## src/rtl/fetch_hazard_ctrl_pkg.sv

```systemverilog
// Shared definitions for the IF-stage sequencer: FSM states, NOP word, control bundle.
package fetch_hazard_ctrl_pkg;

  typedef enum logic [1:0] {
    ST_INIT  = 2'd0,
    ST_RUN   = 2'd1,
    ST_WAIT  = 2'd2,
    ST_STALL = 2'd3
  } state_e;

  // Canonical RISC-V NOP (addi x0, x0, 0) that the IF/ID register loads on a flush
  localparam logic [31:0] NOP_INSTR = 32'h0000_0013;

  typedef struct packed {
    logic en_pc;
    logic en_pipe;
    logic sel_jump;
    logic flush_ifid;
    logic bubble_idex;
    logic imem_req;
  } ctrl_t;

endpackage

```

## src/rtl/fetch_hazard_ctrl_if.sv

```systemverilog
// Pipeline-side signal bundle for the IF-stage sequencer.
interface fetch_hazard_ctrl_if #(
  parameter int N     = 32,
  parameter int CNT_W = 16
);
  // inputs to the sequencer
  logic             IMEM_READY;
  logic             BRANCH_TAKEN;
  logic [N-3:0]     BRANCH_TARGET;
  logic             EX_MEM_READ;
  logic [4:0]       EX_RD;
  logic [4:0]       ID_RS1;
  logic [4:0]       ID_RS2;
  logic             ID_USE_RS1;
  logic             ID_USE_RS2;
  logic             CNT_CLR;
  // outputs from the sequencer
  logic             EN_PC;
  logic             EN_PIPE_PC;
  logic             EN_PIPE_Instr;
  logic             selJump;
  logic [N-3:0]     targetAddJump;
  logic             FLUSH_IFID;
  logic             BUBBLE_IDEX;
  logic             IMEM_REQ;
  logic [CNT_W-1:0] STALL_CNT;
  logic [CNT_W-1:0] FLUSH_CNT;

  // Sequencer side
  modport master (
    input  IMEM_READY, BRANCH_TAKEN, BRANCH_TARGET, EX_MEM_READ, EX_RD,
           ID_RS1, ID_RS2, ID_USE_RS1, ID_USE_RS2, CNT_CLR,
    output EN_PC, EN_PIPE_PC, EN_PIPE_Instr, selJump, targetAddJump,
           FLUSH_IFID, BUBBLE_IDEX, IMEM_REQ, STALL_CNT, FLUSH_CNT
  );

  // Pipeline side
  modport slave (
    output IMEM_READY, BRANCH_TAKEN, BRANCH_TARGET, EX_MEM_READ, EX_RD,
           ID_RS1, ID_RS2, ID_USE_RS1, ID_USE_RS2, CNT_CLR,
    input  EN_PC, EN_PIPE_PC, EN_PIPE_Instr, selJump, targetAddJump,
           FLUSH_IFID, BUBBLE_IDEX, IMEM_REQ, STALL_CNT, FLUSH_CNT
  );
endinterface

```

## src/rtl/fetch_hazard_ctrl_sat_counter.sv

```systemverilog
// Saturating up-counter with synchronous clear; used for performance readout.
module sat_counter #(
  parameter int CNT_W = 16
) (
  input  logic             clk,
  input  logic             rst_n,
  input  logic             clr,
  input  logic             inc,
  output logic [CNT_W-1:0] q
);
  localparam logic [CNT_W-1:0] MAX = '1;
  localparam logic [CNT_W-1:0] ONE = CNT_W'(1);

  logic [CNT_W-1:0] q_q;
  logic [CNT_W-1:0] q_d;

  // Next count: clear beats increment, increment stops at all-ones
  always_comb begin
    q_d = q_q;
    if (clr) begin
      q_d = '0;
    end else if (inc && (q_q != MAX)) begin
      q_d = q_q + ONE;
    end
  end

  // Count register with synchronous reset
  always_ff @(posedge clk) begin
    // NOTE: state is updated with non-blocking assignments so every flop samples pre-edge values.
    if (!rst_n) begin
      q_q <= '0;
    end else begin
      q_q <= q_d;
    end
  end

  assign q = q_q;

endmodule

```

## src/rtl/fetch_hazard_ctrl.sv

```systemverilog
// IF-stage sequencer: PC/pipe enables, redirect, flush/bubble and perf counters.
module fetch_hazard_ctrl
  import fetch_hazard_ctrl_pkg::*;
#(
  parameter int N     = 32,
  parameter int CNT_W = 16
) (
  input  logic                CLK,
  input  logic                RSTN,
  fetch_hazard_ctrl_if.master bus
);
  localparam int AW = N - 2;

  state_e          state_q;
  state_e          state_d;
  ctrl_t           ctrl;
  logic [AW-1:0]   target_jump;
  logic            load_use;
  logic            active;
  logic            stall_inc;
  logic            flush_inc;
  logic [CNT_W-1:0] stall_cnt;
  logic [CNT_W-1:0] flush_cnt;

  // Load in EX writes a register that the ID instruction actually reads
  always_comb begin
    load_use = bus.EX_MEM_READ && (bus.EX_RD != 5'd0) &&
               ((bus.ID_USE_RS1 && (bus.EX_RD == bus.ID_RS1)) ||
                (bus.ID_USE_RS2 && (bus.EX_RD == bus.ID_RS2)));
  end

  // State register; reset always lands in INIT, dropping any pending redirect
  always_ff @(posedge CLK) begin
    if (!RSTN) begin
      state_q <= ST_INIT;
    end else begin
      state_q <= state_d;
    end
  end

  // Next state: INIT is a fixed single cycle, otherwise branch > load-use > imem wait
  always_comb begin
    // NOTE: every comb output gets a default first so no path can infer a latch.
    state_d = ST_RUN;
    if (state_q != ST_INIT) begin
      if (bus.BRANCH_TAKEN) begin
        state_d = ST_RUN;
      end else if (load_use) begin
        state_d = ST_STALL;
      end else if (!bus.IMEM_READY) begin
        state_d = ST_WAIT;
      end
    end
  end

  // Output decode; INIT ignores all inputs so X on them cannot leak out
  always_comb begin
    ctrl        = '0;
    target_jump = '0;
    if (state_q == ST_INIT) begin
      ctrl.bubble_idex = 1'b1;
    end else begin
      ctrl.imem_req = 1'b1;
      if (bus.BRANCH_TAKEN) begin
        ctrl.en_pc       = 1'b1;
        ctrl.en_pipe     = 1'b1;
        ctrl.sel_jump    = 1'b1;
        ctrl.flush_ifid  = 1'b1;
        ctrl.bubble_idex = 1'b1;
        target_jump      = bus.BRANCH_TARGET;
      end else if (load_use) begin
        ctrl.bubble_idex = 1'b1;
      end else if (!bus.IMEM_READY) begin
        ctrl.en_pipe    = 1'b1;
        ctrl.flush_ifid = 1'b1;
      end else begin
        ctrl.en_pc   = 1'b1;
        ctrl.en_pipe = 1'b1;
      end
    end
  end

  // Counter qualifiers: PC held while sequencing, or a redirect taken
  always_comb begin
    active    = (state_q != ST_INIT);
    stall_inc = active && !ctrl.en_pc;
    flush_inc = active && ctrl.sel_jump;
  end

  sat_counter #(.CNT_W(CNT_W)) u_stall_cnt (
    .clk   (CLK),
    .rst_n (RSTN),
    .clr   (bus.CNT_CLR),
    .inc   (stall_inc),
    .q     (stall_cnt)
  );

  sat_counter #(.CNT_W(CNT_W)) u_flush_cnt (
    .clk   (CLK),
    .rst_n (RSTN),
    .clr   (bus.CNT_CLR),
    .inc   (flush_inc),
    .q     (flush_cnt)
  );

  assign bus.EN_PC         = ctrl.en_pc;
  assign bus.EN_PIPE_PC    = ctrl.en_pipe;
  assign bus.EN_PIPE_Instr = ctrl.en_pipe;
  assign bus.selJump       = ctrl.sel_jump;
  assign bus.targetAddJump = target_jump;
  assign bus.FLUSH_IFID    = ctrl.flush_ifid;
  assign bus.BUBBLE_IDEX   = ctrl.bubble_idex;
  assign bus.IMEM_REQ      = ctrl.imem_req;
  assign bus.STALL_CNT     = stall_cnt;
  assign bus.FLUSH_CNT     = flush_cnt;

endmodule
```

## src/flat_wrapper.sv

```systemverilog
// flat-port wrapper written by rule: the top's interface ports become plain ports
module fetch_hazard_ctrl_flat import fetch_hazard_ctrl_pkg::*;
#(
  parameter int N     = 32,
  parameter int CNT_W = 16
)
  (CLK, RSTN, bus_IMEM_READY, bus_BRANCH_TAKEN, bus_BRANCH_TARGET, bus_EX_MEM_READ, bus_EX_RD, bus_ID_RS1, bus_ID_RS2, bus_ID_USE_RS1, bus_ID_USE_RS2, bus_CNT_CLR, bus_EN_PC, bus_EN_PIPE_PC, bus_EN_PIPE_Instr, bus_selJump, bus_targetAddJump, bus_FLUSH_IFID, bus_BUBBLE_IDEX, bus_IMEM_REQ, bus_STALL_CNT, bus_FLUSH_CNT);
  fetch_hazard_ctrl_if #(.N(N), .CNT_W(CNT_W)) bus_i ();
  input  logic CLK;
  input  logic RSTN;
  input wire logic [$bits(bus_i.IMEM_READY)-1:0] bus_IMEM_READY;
  input wire logic [$bits(bus_i.BRANCH_TAKEN)-1:0] bus_BRANCH_TAKEN;
  input wire logic [$bits(bus_i.BRANCH_TARGET)-1:0] bus_BRANCH_TARGET;
  input wire logic [$bits(bus_i.EX_MEM_READ)-1:0] bus_EX_MEM_READ;
  input wire logic [$bits(bus_i.EX_RD)-1:0] bus_EX_RD;
  input wire logic [$bits(bus_i.ID_RS1)-1:0] bus_ID_RS1;
  input wire logic [$bits(bus_i.ID_RS2)-1:0] bus_ID_RS2;
  input wire logic [$bits(bus_i.ID_USE_RS1)-1:0] bus_ID_USE_RS1;
  input wire logic [$bits(bus_i.ID_USE_RS2)-1:0] bus_ID_USE_RS2;
  input wire logic [$bits(bus_i.CNT_CLR)-1:0] bus_CNT_CLR;
  output wire logic [$bits(bus_i.EN_PC)-1:0] bus_EN_PC;
  output wire logic [$bits(bus_i.EN_PIPE_PC)-1:0] bus_EN_PIPE_PC;
  output wire logic [$bits(bus_i.EN_PIPE_Instr)-1:0] bus_EN_PIPE_Instr;
  output wire logic [$bits(bus_i.selJump)-1:0] bus_selJump;
  output wire logic [$bits(bus_i.targetAddJump)-1:0] bus_targetAddJump;
  output wire logic [$bits(bus_i.FLUSH_IFID)-1:0] bus_FLUSH_IFID;
  output wire logic [$bits(bus_i.BUBBLE_IDEX)-1:0] bus_BUBBLE_IDEX;
  output wire logic [$bits(bus_i.IMEM_REQ)-1:0] bus_IMEM_REQ;
  output wire logic [$bits(bus_i.STALL_CNT)-1:0] bus_STALL_CNT;
  output wire logic [$bits(bus_i.FLUSH_CNT)-1:0] bus_FLUSH_CNT;
  assign bus_i.IMEM_READY = bus_IMEM_READY;
  assign bus_i.BRANCH_TAKEN = bus_BRANCH_TAKEN;
  assign bus_i.BRANCH_TARGET = bus_BRANCH_TARGET;
  assign bus_i.EX_MEM_READ = bus_EX_MEM_READ;
  assign bus_i.EX_RD = bus_EX_RD;
  assign bus_i.ID_RS1 = bus_ID_RS1;
  assign bus_i.ID_RS2 = bus_ID_RS2;
  assign bus_i.ID_USE_RS1 = bus_ID_USE_RS1;
  assign bus_i.ID_USE_RS2 = bus_ID_USE_RS2;
  assign bus_i.CNT_CLR = bus_CNT_CLR;
  assign bus_EN_PC = bus_i.EN_PC;
  assign bus_EN_PIPE_PC = bus_i.EN_PIPE_PC;
  assign bus_EN_PIPE_Instr = bus_i.EN_PIPE_Instr;
  assign bus_selJump = bus_i.selJump;
  assign bus_targetAddJump = bus_i.targetAddJump;
  assign bus_FLUSH_IFID = bus_i.FLUSH_IFID;
  assign bus_BUBBLE_IDEX = bus_i.BUBBLE_IDEX;
  assign bus_IMEM_REQ = bus_i.IMEM_REQ;
  assign bus_STALL_CNT = bus_i.STALL_CNT;
  assign bus_FLUSH_CNT = bus_i.FLUSH_CNT;
  fetch_hazard_ctrl #(.N(N), .CNT_W(CNT_W)) u_core (.CLK(CLK), .RSTN(RSTN), .bus(bus_i));
endmodule
```

## config.mk

```make
export PLATFORM = sky130hd
export DESIGN_NAME = fetch_hazard_ctrl_flat
export DESIGN_NICKNAME = d
export VERILOG_FILES = /design/src/rtl/fetch_hazard_ctrl_pkg.sv /design/src/rtl/fetch_hazard_ctrl_if.sv /design/src/rtl/fetch_hazard_ctrl_sat_counter.sv /design/src/rtl/fetch_hazard_ctrl.sv /design/src/flat_wrapper.sv
export SDC_FILE = /design/constraint.sdc
export NUM_CORES = 1
export LEC_CHECK = 0
export CORE_MARGIN = 10
export CORE_UTILIZATION = 34
export CTS_BUF_LIST = sky130_fd_sc_hd__clkbuf_16
export CTS_CLUSTER_SIZE = 16
export DETAILED_ROUTE_END_ITERATION = 8
export GPL_TIMING_DRIVEN = 0
export PLACE_DENSITY_LB_ADDON = 0.3
export SYNTH_ARGS = -nofsm -noshare
export SYNTH_HDL_FRONTEND = slang
export SYNTH_SLANG_ARGS = --single-unit
```

## constraint.sdc

```tcl
create_clock -name CLK -period 1.8 [get_ports CLK]
set_input_delay 0.27 -clock CLK [delete_from_list [all_inputs] [get_ports CLK]]
set_output_delay 0.27 -clock CLK [all_outputs]
set_load 0.02 [all_outputs]
```

* After elaboration in Yosys (flattened, before gate mapping)
Cells that the tools add are included.
** Word-level totals
- Bits of input ports :: 53
- Output and inout bits :: 69
- Bits in registers :: 34
- Logic and storage cells :: 44
** Operators by class
- Reductions and logical operators :: 15
- Equality and inequality tests :: 4
- Add/subtract/negate cells :: 2
- Bitwise logic cells :: 2
- Multiplexer cells :: 17
** Operator list (number)
- $mux 30 :: 2
- $add 16x1->16 const B :: 2
- $ne 16x16->1 const B :: 2
- $eq 5x5->1 :: 2
- $mux 2 :: 5
- $mux 1 :: 9
- $logic_and 1x1->1 :: 8
- $reduce_bool 5->1 :: 1
- $mux 4 :: 1
- $reduce_or 3->1 :: 1
- $logic_not 2->1 :: 1
- $not 1->1 :: 2
- $reduce_bool 2->1 :: 1
- $reduce_or 2->1 :: 1
- $logic_not 1->1 :: 1
- $logic_or 1x1->1 :: 1

* Logic depth before layout (Yosys ltp)
Gate-level depths: netlist of the first run.
- Depth in word-level cells :: 10
- Mapped depth :: 8
- Mapped depth without buffers :: 7

* Modules after synthesis
Synthesis of the first run repeated with hierarchy kept, for this count alone.
** Unflattened totals
- Cells, all modules :: 256
- Area total of the unflattened synthesis :: 2230.9 µm²
** Modules (own cells, without submodules)
- sat_counter :: times used 2, area an instance 864.6 µm², cells an instance 91, seq. area each 320.3 µm²
- fetch_hazard_ctrl :: times used 1, area an instance 501.7 µm², cells an instance 74, seq. area each 40.0 µm²

* Least setup slack after synthesis of the first run
Ideal clock, no wire load.
- Path type :: reg2reg
- Start point :: register u_core.u_stall_cnt.q_q[0] (netlist: u_core.u_stall_cnt.q[0])
- End point :: register u_core.u_stall_cnt.q_q[11] (netlist: u_core.u_stall_cnt.q[11])
- Setup slack :: -0.252 ns
- Stages on the path, launching flop included :: 7
- Data required time :: 1.729 ns
- Clock period less this slack :: 2.052 ns
- Buffers on the path :: 1
- Library setup time :: 0.071 ns
- Data arrival time :: 1.982 ns
- Cells stage by stage :: dfxtp_1 > ha_1 > clkbuf_1 > and3_1 > or4_1 > or4_1 > a21oi_1
** On the way
- Cells in the longest elaborated chain, start to end :: 2
- Elaborated cells on any way between the ends :: 3
- Those cells by class :: add/sub (1); eq/ne (1); reduce/logical (1)
** Ends and longest elaborated chain
- from (decl) :: line fetch_hazard_ctrl_sat_counter.sv:14 : logic [CNT_W-1:0] q_q;
- from (signal assigned) :: line fetch_hazard_ctrl_sat_counter.sv:33 : q_q <= q_d;
- parallel branches: the longest is 2 deep, another holds $add 16x1->16
Parallel ways; which one is timed is not known.
A chain may end at the register's enable or synchronous reset.

* Worst setup path after layout of the first run
- Start point :: input bus_EX_RD[3]
- End point :: output bus_EN_PC
** On the way
- Cells in the longest elaborated chain, start to end :: 7
- Elaborated cells on any way between the ends :: 11
- Those cells by class :: eq/ne (2); mux (3); reduce/logical (6)
** Ends and longest elaborated chain
- from (decl) :: line flat_wrapper.sv:15 : input wire logic [$bits(bus_i.EX_RD)-1:0] bus_EX_RD;
- $eq 5x5->1, on equally long branches :: line fetch_hazard_ctrl.sv:28, fetch_hazard_ctrl.sv:29
- $logic_and 1x1->1, on equally long branches :: line fetch_hazard_ctrl.sv:28, fetch_hazard_ctrl.sv:29
- $logic_or 1x1->1 :: line fetch_hazard_ctrl.sv:28 : ((bus.ID_USE_RS1 && (bus.EX_RD == bus.ID_RS1)) ||
- $logic_and 1x1->1 (*) :: line fetch_hazard_ctrl.sv:27 : load_use = bus.EX_MEM_READ && (bus.EX_RD != 5'd0) &&
- $mux 2 (*) :: line fetch_hazard_ctrl.sv:71 : end else if (load_use) begin
- $mux 2 (*) :: line fetch_hazard_ctrl.sv:64 : if (bus.BRANCH_TAKEN) begin
- $mux 4 (*) :: line fetch_hazard_ctrl.sv:60 : if (state_q == ST_INIT) begin
- to (decl) :: line flat_wrapper.sv:21 : output wire logic [$bits(bus_i.EN_PC)-1:0] bus_EN_PC;
Mark *: on every way between the ends. The rest lies on a longest branch, timed or not.

==> results of run 1 <==
worst paths after layout:
kind | endpoint | slack [ns]
worst max-delay path | bus_EN_PC | -0.20
worst max register to register | u_core.u_stall_cnt.q[11] | -0.12
worst min register to register | u_core.u_stall_cnt.q[14] | 0.49
worst min-delay path | u_core.u_stall_cnt.q[14] | 0.49
cell families (layout without fill, tap and decap cells):
group	after synthesis	count (layout)	share of synthesized area
AO/OA/AOI/OAI	39	39	0.121
XOR/XNOR	25	25	0.108
adder cells (fa/ha/maj)	2	2	0.0123
buffers and inverters	19	186	0.0413
flip-flops	34	34	0.335
multiplexers	1	1	0.00493
AND/OR/NAND/NOR	132	132	0.377
power breakdown:
part / internal [mW] / leakage [nW] / switching (mW)
Combinational: 0.241 / 1.19 / 0.225
Clock: 0.499 / 0.0724 / 0.307
Sequential: 0.738 / 0.291 / 0.00459
metal layers:
metal | vias to the layer above | track usage
met3 | 10 | 0.0434
li1 | 1238 | -
met4 | 0 | 0.0302
met5 | - | 0
met1 | 1227 | 0.209
met2 | 87 | 0.309
sequential cells by signal, summed over array words and instances (netlist names):
name and flops:
u_core.u_flush_cnt.q 16, u_core.u_stall_cnt.q 16, u_core.state_q 2
metrics by stage:
stage               hold WS, ns  instances  cell area [µm²]  total power, mW
global route              0.502        494             4070             2.09
global placement          0.470        448             3440             1.19
CTS                       0.486        476             3880             2.02
finish                    0.490        494             4070             2.02
detailed placement        0.481        448             3440             1.20
floorplan                 0.392        252             2130            0.951
cell usage after synthesis (all sizes together), types with 2 or more instances:
| cell | n | area share |
|---|---|---|
| dfxtp | 34 | 0.34 |
| and2 | 31 | 0.096 |
| nor2 | 23 | 0.046 |
| nand2 | 18 | 0.033 |
| or4 | 17 | 0.063 |
| xnor2 | 17 | 0.073 |
| a21oi | 16 | 0.039 |
| nand4 | 13 | 0.043 |
| o31ai | 12 | 0.044 |
| clkbuf | 10 | 0.018 |
| nand3 | 8 | 0.022 |
| xor2 | 8 | 0.035 |
| and3 | 6 | 0.018 |
| inv | 5 | 0.0092 |
| o21ai | 5 | 0.012 |
| buf | 4 | 0.014 |
| nor4 | 4 | 0.012 |
| and4 | 3 | 0.014 |
| ha | 2 | 0.012 |
| nand2b | 2 | 0.0062 |
| or3 | 2 | 0.0068 |
worst register-to-register path, cell delays in order (launching register included):
cell and delay [ns]:
dfxtp_4 0.36, nand3_4 0.08, nor2_4 0.13, nand4_4 0.14, or4_4 0.57, or4_4 0.44, a21oi_2 0.12
what timing repair did:
item	4_1_cts	5_1_grt
gates cloned	2	0
gates resized for setup	176	77
endpoints found under the hold margin	0	0
setup endpoints to repair	63	59
pin swaps	41	17
buffers inserted	19	18
cell type report:
cell class	instances	share of cell area
Multi-Input combinational cell	199	0.380
Timing Repair Buffer	160	0.346
Sequential cell	34	0.184
Clock buffer	5	0.0308
Buffer	13	0.0295
Tap cell	75	0.0231
Inverter	5	0.00462
Clock inverter	3	0.00308
==> reports/results.ini, run 1 <==
[status]
status = complete, but fails checks
failed_checks = negative setup slack

[grt]
globalRoute.totalOverflow = 0
grt_pass1_wl_um = 13800
grt_pass1_vias = 2448
grt_max_degree = 11
grtUsageTotal = 0.175
antenna_found_initial = 0

[power]
ir_worst_vdd_v = 0.000457
power.density_nw_per_um2 = 496
p_leak_nw = 1.55

[clock_network]
hold_buffers = 0
clkLatencyLatePin_ns = 0.28
clock_sink_count = 34
cts_inserted_buffers = 5
cts_buffer_depth = 2
htreeDepth = 2
tritoncts = built
cts-root-buf = clkbuf_16
clk_pin_slew_ns = 0.06

[floorplan]
die_w_um = 97.3
initial_core_util = 0.347
die_h_um = 97.3
ioPinCount = 122
core_um2 = 5850
rows = 28
die_area_um2 = 9460

[placement]
gp_congestion = 0.884
place_hpwl_um = 6220
io_buffers = 121
preCtsSetupSlack_ns = -1.31

[timing]
rsz0062_at_grt = yes
totalNegativeSetupSlack_ns = -1.28
worstMarginPinSlew_ns = 0.610
fin_crit_ns = 2.00
setup_ws_ns = -0.200
setup_viol = 19
hold_viol_final = 0
skew_ns = 0.00498
slew_headroom = 0.593
fmax_ghz = 0.500
drv_slew = 0
fin_crit_sh = 1.11

[worst_setup_path]
crit_fanout = 2
critPathSlowestCell = or4_1
worstRegToRegCells = 6
critical-path-top-delay-family = simple AND/OR/NAND/NOR gates
arrival_ns = 1.73
crit_path_end_kind = output pin
crit_start = bus_EX_RD[3]
crit_cells = 9
cp_cell_sequence = buf_8, or4_1, o21a_1, a21boi_2, buf_6, buf_8, nor2_4, nor2_4, buf_6
crit_buf_inv = 4
setup.worst_path.class = input pin to output pin
r2r-start = u_core.u_stall_cnt.q[3]
startpoint_type = input pin
required_ns = 1.53
crit_path_max_incr_delay_ns = 0.51

[synthesis]
ys.flop_type = dfxtp_1
avgSynthCellArea_um2 = 8.05
synthCells = 252
ys_warn_count = 0
ys_ff_latch = 34
yosysSeqAreaShare = 0.335
synthesis.area_um2 = 2030
syn_nets = 307
ys_types = 40
synth-edff-count = 0
async_flop_share = 0

[detailed_routing]
dr.pass1.iters = 4
met3_length_um = 447
initialDrtViolationCount = 161
wirelength_um = 9240
routed-wl-met2_um = 4890
via_per_inst = 5.19
top_layer_used = met4
ant_nets = 0
vias = 2562
wl_met1_um = 3800
wl_per_cell_um = 18.7
remaining_drc_errors = 0

[layout]
seqCellArea_um2 = 747
fin_util = 0.695
synthToLayoutAreaGrowth_pct = 100
multi_input_area_um2 = 1540
drive_gt1_frac = 0.391
layout_common_cells = clkdlybuf4s50_1 (68), buf_4 (34), and2_1 (31)
layout_commonest_cell = clkdlybuf4s50_1
diodes = 0
fill_cells = 449
nets = 473

[hold_path]
holdPathStages = 2
hp-start = u_core.u_stall_cnt.q[14]
hold_path_class = flip-flop to flip-flop

[flow_run]
max_cap_violations = 0

Note: power is estimated with default switching activity, not from simulation.
==> inputs of run 2 (changes only) <==
--- a/config.mk
+++ b/config.mk
@@ -5,13 +5,16 @@
 export SDC_FILE = /design/constraint.sdc
 export NUM_CORES = 1
 export LEC_CHECK = 0
+export CELL_PAD_IN_SITES_DETAIL_PLACEMENT = 1
+export CELL_PAD_IN_SITES_GLOBAL_PLACEMENT = 1
 export CORE_MARGIN = 10
-export CORE_UTILIZATION = 34
+export CORE_UTILIZATION = 23
 export CTS_BUF_LIST = sky130_fd_sc_hd__clkbuf_16
 export CTS_CLUSTER_SIZE = 16
 export DETAILED_ROUTE_END_ITERATION = 8
 export GPL_TIMING_DRIVEN = 0
 export PLACE_DENSITY_LB_ADDON = 0.3
+export SLEW_MARGIN = 20
 export SYNTH_ARGS = -nofsm -noshare
 export SYNTH_HDL_FRONTEND = slang
 export SYNTH_SLANG_ARGS = --single-unit
==> reports/results.ini, run 2 (same netlist as run 1, synthesis figures left out) <==
[clock_network]
clock_sink_count = 34  ; unchanged
tritoncts = built  ; unchanged
cts-root-buf = clkbuf_16  ; unchanged
clkLatencyLatePin_ns = 0.28  ; about the same
cts_inserted_buffers = 5  ; unchanged
clk_pin_slew_ns = 0.05  ; was 0.06 ns
cts_buffer_depth = 2  ; unchanged
htreeDepth = 2  ; unchanged

[worst_setup_path]
crit_path_end_kind = output pin  ; unchanged
arrival_ns = 1.77  ; was 1.73 ns
startpoint_type = input pin  ; unchanged
setup.worst_path.class = input pin to output pin  ; unchanged
required_ns = 1.53  ; about the same
crit_fanout = 2  ; unchanged

[floorplan]
die_area_um2 = 13000  ; was 9460 µm²
core_um2 = 8640  ; was 5850 µm²
initial_core_util = 0.235  ; was 0.347
ioPinCount = 122  ; unchanged
rows = 34  ; was 28
die_w_um = 114  ; was 97.3 µm
die_h_um = 114  ; was 97.3 µm

[detailed_routing]
routed-wl-met2_um = 5840  ; was 4890 µm
met3_length_um = 475  ; was 447 µm
wl_met1_um = 4170  ; was 3800 µm
vias = 2543  ; was 2562
via_per_inst = 4.85  ; was 5.19
wirelength_um = 10600  ; was 9240 µm
dr.pass1.iters = 4  ; unchanged
initialDrtViolationCount = 108  ; was 161
remaining_drc_errors = 0  ; unchanged
top_layer_used = met4  ; unchanged
wl_per_cell_um = 20.2  ; was 18.7 µm
ant_nets = 0  ; unchanged

[layout]
diodes = 0  ; unchanged
nets = 470  ; was 473
synthToLayoutAreaGrowth_pct = 110  ; was 100%
fin_util = 0.493  ; was 0.695
layout_common_cells = clkdlybuf4s50_1 (67), and2_1 (31), buf_4 (29)  ; was clkdlybuf4s50_1 (68), buf_4 (34), and2_1 (31)
layout_commonest_cell = clkdlybuf4s50_1  ; unchanged
drive_gt1_frac = 0.428  ; was 0.391

[timing]
worstMarginPinSlew_ns = 0.704  ; was 0.610 ns
fmax_ghz = 0.491  ; was 0.500 GHz
slew_headroom = 0.531  ; was 0.593
skew_ns = 0.00472  ; was 0.00498 ns
rsz0062_at_grt = yes  ; unchanged
hold_viol_final = 0  ; unchanged
setup_ws_ns = -0.236  ; was -0.200 ns
fin_crit_ns = 2.04  ; was 2.00 ns
fin_crit_sh = 1.13  ; was 1.11
drv_slew = 0  ; unchanged
setup_viol = 22  ; was 19

[status]
failed_checks = negative setup slack  ; unchanged
status = complete, but fails checks  ; unchanged

[grt]
grtUsageTotal = 0.145  ; was 0.175
grt_pass1_vias = 2668  ; was 2448
grt_max_degree = 11  ; unchanged
antenna_found_initial = 0  ; unchanged
globalRoute.totalOverflow = 0  ; unchanged
grt_pass1_wl_um = 15300  ; was 13800 µm

[power]
p_leak_nw = 1.57  ; was 1.55 nW
power.density_nw_per_um2 = 486  ; was 496 nW/µm²
ir_worst_vdd_v = 0.000383  ; was 0.000457 V

[placement]
place_hpwl_um = 7130  ; was 6220 µm
gp_congestion = 0.785  ; was 0.884
io_buffers = 121  ; unchanged
preCtsSetupSlack_ns = -1.36  ; was -1.31 ns

[flow_run]
max_cap_violations = 0  ; unchanged

[hold_path]
hold_path_class = flip-flop to flip-flop  ; unchanged

run 2: cell types whose count changed in the layout (fill, tap and decap cells not counted), moves of 5 or more:
cell,change
a21oi_2,+5
clkbuf_2,-8
a21oi_1,-5
clkdlybuf4s15_1,+9
or4_4,+7
or4_1,-7
buf_4,-5
clkdlybuf4s15_2,+6
dlygate4sd2_1,-5
run 2: timing repair:
| action | in CTS | in global routing |
|---|---|---|
| buffers inserted | 18 | 18 |
| hold buffers | 0 | 0 |
| gates resized for setup | 192 | 92 |
| pin swaps | 31 | 47 |
| endpoints found under the setup margin | 63 | 63 |
| cloned | 2 | 1 |
run 2: final timing paths:
kind                                              start                       end  slack [ns]  cells after the start
worst max register to register  u_core.u_stall_cnt.q[2]  u_core.u_stall_cnt.q[11]       -0.15                      6
worst min-delay path            u_core.u_stall_cnt.q[5]   u_core.u_stall_cnt.q[5]        0.49                      2
worst max-delay path                       bus_EX_RD[4]                 bus_EN_PC       -0.24                      9
worst min register to register  u_core.u_stall_cnt.q[5]   u_core.u_stall_cnt.q[5]        0.49                      2
run 2: worst max-delay path, stage by stage:
cell and delay [ns]:
buf_8 0.10, or4_4 0.53, o21a_4 0.22, a21boi_2 0.18, buf_6 0.13, buf_8 0.09, nor2_4 0.04, nor2_4 0.08
buf_6 0.12
run 2: power by group:
part / total [mW] / internal (mW) / switching (mW)
Combinational: 0.512 / 0.266 / 0.246
Sequential: 0.742 / 0.737 / 0.00477
Clock: 0.814 / 0.500 / 0.314
Total: 2.07 / 1.50 / 0.566
run 2: area by class of cell:
class,instances,area (µm²)
fill,976,4380
inverter,5,18.8
timing repair buffer,157,1480
sequential,34,751
clock buffer,5,125
buffer,13,129
clock inverter,3,12.5
tap,108,135
multi-input combinational,199,1610
run 2: routing by layer:
layer / vias up / global-route usage
met5: - / 0
met4: 0 / 0.0251
met3: 10 / 0.0383
met2: 60 / 0.273
met1: 1248 / 0.160
li1: 1225 / -
run 2: through the flow:
stage	power, mW	std cells	setup TNS (ns)	instance area (µm²)	hold slack, ns
after global routing	2.15	524	-3.60	4260	0.509
after global placement	1.20	481	-47.41	3480	0.472
after CTS	2.04	508	-1.92	3960	0.492
after floorplan	0.951	252	-0.260	2130	0.392
after detailed placement	1.21	481	-48.51	3480	0.485
final	2.07	524	-2.01	4260	0.489
